`src/rtl/priority_encoder_rr.sv`:
```
// priority_encoder_rr
// N-input priority encoder with a registered result and a valid/ready output handshake.
// mode=0 picks the highest set request index. mode=1 picks in round-robin order: the
// search descends from ptr-1 modulo N, and ptr remembers the last round-robin winner.
// All outputs come straight from flops, so no combinational path runs from req/en/mode.
module priority_encoder_rr #(
  parameter int N    = 8,
  parameter int IDXW = 3
) (
  input  logic            clk,
  input  logic            rst,
  input  logic            en,
  input  logic            mode,
  input  logic [N-1:0]    req,
  input  logic            out_ready,
  output logic            out_valid,
  output logic [IDXW-1:0] out_idx,
  output logic [N-1:0]    out_onehot
);

  localparam int SELW = (N > 1) ? $clog2(N) : 1;

  typedef enum logic {
    EMPTY = 1'b0,
    FULL  = 1'b1
  } state_t;

  state_t            state_r;
  state_t            state_s;
  logic [IDXW-1:0]   ptr_r;
  logic [IDXW-1:0]   idx_r;
  logic [N-1:0]      onehot_r;
  logic [IDXW-1:0]   base_s;
  logic [IDXW-1:0]   winner_s;
  logic              load_s;

  // The search visits base-1, base-2, ..., base (modulo N). The loop runs from the
  // lowest priority to the highest, so the last set request it finds is the winner.
  function automatic logic [IDXW-1:0] pick_winner(input logic [N-1:0]    r,
                                                  input logic [IDXW-1:0] base);
    logic [IDXW-1:0] win;
    int              j;
    win = {IDXW{1'b0}};
    for (int k = N; k >= 1; k--) begin
      j = int'(base) + N - k;
      j = (j >= N) ? (j - N) : j;
      if (r[SELW'(j)]) begin
        win = IDXW'(j);
      end else begin
        win = win;
      end
    end
    return win;
  endfunction

  // Winner selection and the load decision. With base 0 the search order matches fixed mode.
  always_comb begin
    base_s   = mode ? ptr_r : {IDXW{1'b0}};
    winner_s = pick_winner(req, base_s);
    load_s   = en && (req != {N{1'b0}}) && ((state_r == EMPTY) || out_ready);
  end

  // Next-state logic for the EMPTY/FULL output slot.
  always_comb begin
    state_s = state_r;
    case (state_r)
      EMPTY: begin
        if (load_s) begin
          state_s = FULL;
        end else begin
          state_s = EMPTY;
        end
      end
      FULL: begin
        if (load_s) begin
          state_s = FULL;
        end else if (out_ready) begin
          state_s = EMPTY;
        end else begin
          state_s = FULL;
        end
      end
      default: state_s = EMPTY;
    endcase
  end

  // State register. Reset clears any pending result immediately.
  always_ff @(posedge clk or posedge rst) begin
    if (rst) begin
      state_r <= EMPTY;
    end else begin
      state_r <= state_s;
    end
  end

  // Result and round-robin pointer registers. They change only when a new winner loads.
  always_ff @(posedge clk or posedge rst) begin
    if (rst) begin
      idx_r    <= {IDXW{1'b0}};
      onehot_r <= {N{1'b0}};
      ptr_r    <= {IDXW{1'b0}};
    end else if (load_s) begin
      idx_r    <= winner_s;
      onehot_r <= {{(N-1){1'b0}}, 1'b1} << winner_s;
      ptr_r    <= mode ? winner_s : ptr_r;
    end
  end

  assign out_valid  = (state_r == FULL);
  assign out_idx    = idx_r;
  assign out_onehot = onehot_r;

endmodule

```
`config.mk`:
```
export PLATFORM = sky130hd
export DESIGN_NAME = priority_encoder_rr
export DESIGN_NICKNAME = d
export VERILOG_FILES = /design/src/rtl/priority_encoder_rr.sv
export SDC_FILE = /design/constraint.sdc
export NUM_CORES = 1
export LEC_CHECK = 0
export BUFFER_PORTS_ARGS = -buffer_cell sky130_fd_sc_hd__buf_2
export CAP_MARGIN = 20
export CORE_MARGIN = 2
export CORE_UTILIZATION = 40
export CTS_CLUSTER_SIZE = 28
export DETAILED_ROUTE_END_ITERATION = 10
export PLACE_DENSITY_LB_ADDON = 0.25
export RECOVER_POWER = 100
export SYNTH_ARGS = -nofsm -noshare
export SYNTH_HDL_FRONTEND = slang
export SYNTH_SLANG_ARGS = --single-unit
```
`constraint.sdc`:
```
create_clock -name clk -period 3.25 [get_ports clk]
set_clock_uncertainty 0.1 [all_clocks]
set_input_delay 0.4875 -clock clk [delete_from_list [all_inputs] [get_ports clk]]
set_output_delay 0.4875 -clock clk [all_outputs]
set_load 0.03 [all_outputs]
```
==> impl_results.md <==
- Gpl congestion: just under 0.9
- Count of cell types in the netlist: 64
- Post-Route Utilization: between 40% and 50%
- Non-filler cells, final: 294
- WP data required: 3.31 ns
- Unrepaired setup endpoints after global routing: no
- Synth top area cells: dfrtp_1 20%, mux2i_1 8.1%, mux4_2 4.9%, nand2_1 4.5%, mux2_2 3.7%
- CP Capture Type: flop
- Yosys warns: 0
- Endpoints failing setup: 0
- Relative slew slack: around 55%
- Crit-path cells: and2_4 -> inv_4 -> ha_4 -> mux2_4 -> mux2_2 -> mux2_2 -> or3_1 -> a311oi_2 -> nor3_2 -> o41ai_2
- Die Width: approximately 72 um
- Slowest cell delay on critical path: 0.41 ns
- Placed Area: about 2100 um^2
- H-tree Lvls: 1
- R2r setup slk: around 0.18 ns
- Die Y: 72.0 um
- CTS tree: done
- Most common cell after layout, fill and taps aside: nand2_1
- Worst hold slack: about 0.17 ns
- Most frequent cells in the layout: 22 x nand2_1, 17 x buf_4, 16 x nor2_1, 15 x mux2i_1, 15 x dfrtp_1
- DRT iter0 DRCs: between 200 and 250
- Largest net degree at the start of global routing: 32
- Max frequency: roughly 330 MHz
- Pwr dens: between 900 and 1000 nW/um^2
- Die ar.: between 5000 and 6000 um^2
- Sw Ratio: 51.5%
- Hold Path Class: input port to async pin
- Yosys top cell by area: dfrtp_1
- Layout area overhead: 14.5%
- Crit Path Max Fanout: 6
- IO Pins: 25
- Post-Syn Area: about 1800 um^2
- CP Class: flop to flop
- Crit Reg-Reg Endpoint: out_onehot[0]$_DFFE_PP0P_
- Aggregate global-route resource usage: approximately a fifth
- Comb pwr share: 76.7%
- CTS buffer count: 3
- Fin. max-slew vios: 0
- Flop pwr share: 15.8%
- Worst-Skew Late Latency: ~0.25 ns
- Post-CTS resize count: 0
- Clk sinks: 15
- Worst path bufs/invs: 1
- PortBufs: 24
- Hold_buf cts: 0
- Seq cells post-synth: 15
- Top delay family on crit path: multiplexers
- Slowest-stage cell, CP: dfrtp_1
- Internal power: 1.00 mW
- Pleak: about 0.92 nW
- Sequential fraction of the synthesis area: 20.3%
- Psw: 1.06 mW
- Syn Inst Count: between 200 and 250
- Clk pwr share: under 10%
- Syn_area_per_cell: 8.64 um^2
- Worst EP arrival: between 3 and 4 ns
- Vias in the first global route: 1755
- Placed Cells: 290
- Final #Nets: between 200 and 300
- Max cap viols: 0
- Worst R2R Path Depth: 10
- Post-Route WL: between 5000 and 6000 um
- Slew @ Worst Pin: ~0.67 ns
- Startpoint types: flop
- Core ar.: 4410 um^2
- Sum of negative setup slack: 0 ns
- Drt first pass iters: 4
- Layout cells sized above 1: between 20% and 30%
- Detailed-route vias per instance: 6.24
- Post-DP HPWL: approximately 3800 um
- Row cnt: 24
- Congestion Overflow GR: 0
- Most used cell along the critical path: mux2_2
- First-pass GRT wire length: around 8400 um
- Drt drc: 0
- Syn_nets: 228
- Clock Tree Buf Depth: 2
- Synth Flop Type: dfrtp_1
- WL/cell: 17.3 um
- Clock tree root driver cell: clkbuf_8
- Area share of the largest cell type after synthesis: about a fifth
- Antenna-violating nets left: 0
- Cell area after layout: between 2000 and 2500 um^2
- Initial Util: between 40% and 50%
- Clk pin slew, worst setup/hold paths: ~0.060 ns
- Hold Vio Cnt, Final: 0
- Post-CTS Setup Repair Bufs: 0
- Via Count: 1836
- Fin crit period: a little over 3 ns
- Antenna violations before repair: 0
- Status: completed
- Peak VDD IR: 0.000589 V
- Post-synth EDFFs: 0
- Antenna diode count: 0
- FF-to-FF Start: ptr_r[0]$_DFFE_PP0P_
- Ys async rst share: 100%
- Fin crit share: between 90% and 100%
## worst reg2reg max path: cells and delay by family, from the launching register on
family / cells / cell delay (ns)
adder cells (fa/ha/maj): 1 / 0.29
multiplexers: 3 / 0.88
buffers and inverters: 1 / 0.04
AND/OR/NAND/NOR: 3 / 0.64
flip-flops: 1 / 0.41
AO/OA/AOI/OAI: 2 / 0.62
## stage by stage
step                power (mW)  setup slack, ns
detailed placement        1.91          -0.0349
global placement          1.91           0.0297
global route              2.22           0.0459
CTS                       2.07            0.135
finish                    2.06            0.181
floorplan                 1.54           0.0117
## cells in the mapped netlist, drive strengths merged (5+ instances only)
cell type / number
a211oi: 6
and2: 5
buf: 13
clkbuf: 5
dfrtp: 15
inv: 13
mux2: 7
mux2i: 15
nand2: 22
nand3: 5
nor2: 16
o21ai: 9
o32ai: 5
## layout make-up
| cell class | count | area [um^2] |
|---|---|---|
| Clock buffer | 3 | 41.3 |
| Sequential cell | 15 | 375 |
| Timing Repair Buffer | 42 | 251 |
| Clock inverter | 1 | 5.00 |
| Inverter | 13 | 51.3 |
| Fill cell | 437 | 2300 |
| Multi-Input combinational cell | 168 | 1330 |
| Tap cell | 52 | 65.1 |
## logic make-up after synthesis
| family | Yosys count | share of synthesized area (%) |
|---|---|---|
| flip-flops | 15 | 20.3 |
| adder cells (fa/ha/maj) | 1 | 0.676 |
| AND/OR/NAND/NOR | 73 | 21.1 |
| multiplexers | 26 | 17.3 |
| AO/OA/AOI/OAI | 65 | 30.1 |
| XOR/XNOR | 3 | 1.42 |
| buffers and inverters | 31 | 9.13 |
## routing by layer
layer,vias up,global-route usage (%),part of all wire [%]
met3,7,1.81,6.9
met1,879,27.9,43
li1,875,-,-
met5,-,0,0
met2,75,34.6,48
met4,0,7.34,1.6
## power by group through the flow
stage | Sequential [mW] | Clock [mW] | Combinational [mW]
finish | 0.326 | 0.154 | 1.58
global route | 0.339 | 0.164 | 1.72
CTS | 0.322 | 0.158 | 1.59
detailed placement | 0.323 | 0 | 1.59
global placement | 0.328 | 0 | 1.58
floorplan | 0.404 | 0 | 1.13
## sequential cells by signal (all words and copies together) (netlist names)
register and flops:
out_valid 1, out_idx 3, out_onehot 8, ptr_r 3
## worst max-delay path by stage
| stage | startpoint | to | slack, ns | cells past startpoint |
|---|---|---|---|---|
| 2_1_floorplan | mode | out_onehot[0]$_DFFE_PP0P_ | 0.01 | 12 |
| 3_3_place_gp | mode | out_onehot[0]$_DFFE_PP0P_ | 0.03 | 11 |
| 3_5_place_dp | mode | out_onehot[0]$_DFFE_PP0P_ | -0.03 | 11 |
| 4_1_cts | ptr_r[0]$_DFFE_PP0P_ | out_onehot[0]$_DFFE_PP0P_ | 0.13 | 10 |
| 5_1_grt | ptr_r[0]$_DFFE_PP0P_ | out_onehot[0]$_DFFE_PP0P_ | 0.05 | 10 |
| 6_report | ptr_r[0]$_DFFE_PP0P_ | out_onehot[0]$_DFFE_PP0P_ | 0.18 | 10 |
Power figures use the tool's default switching activity.
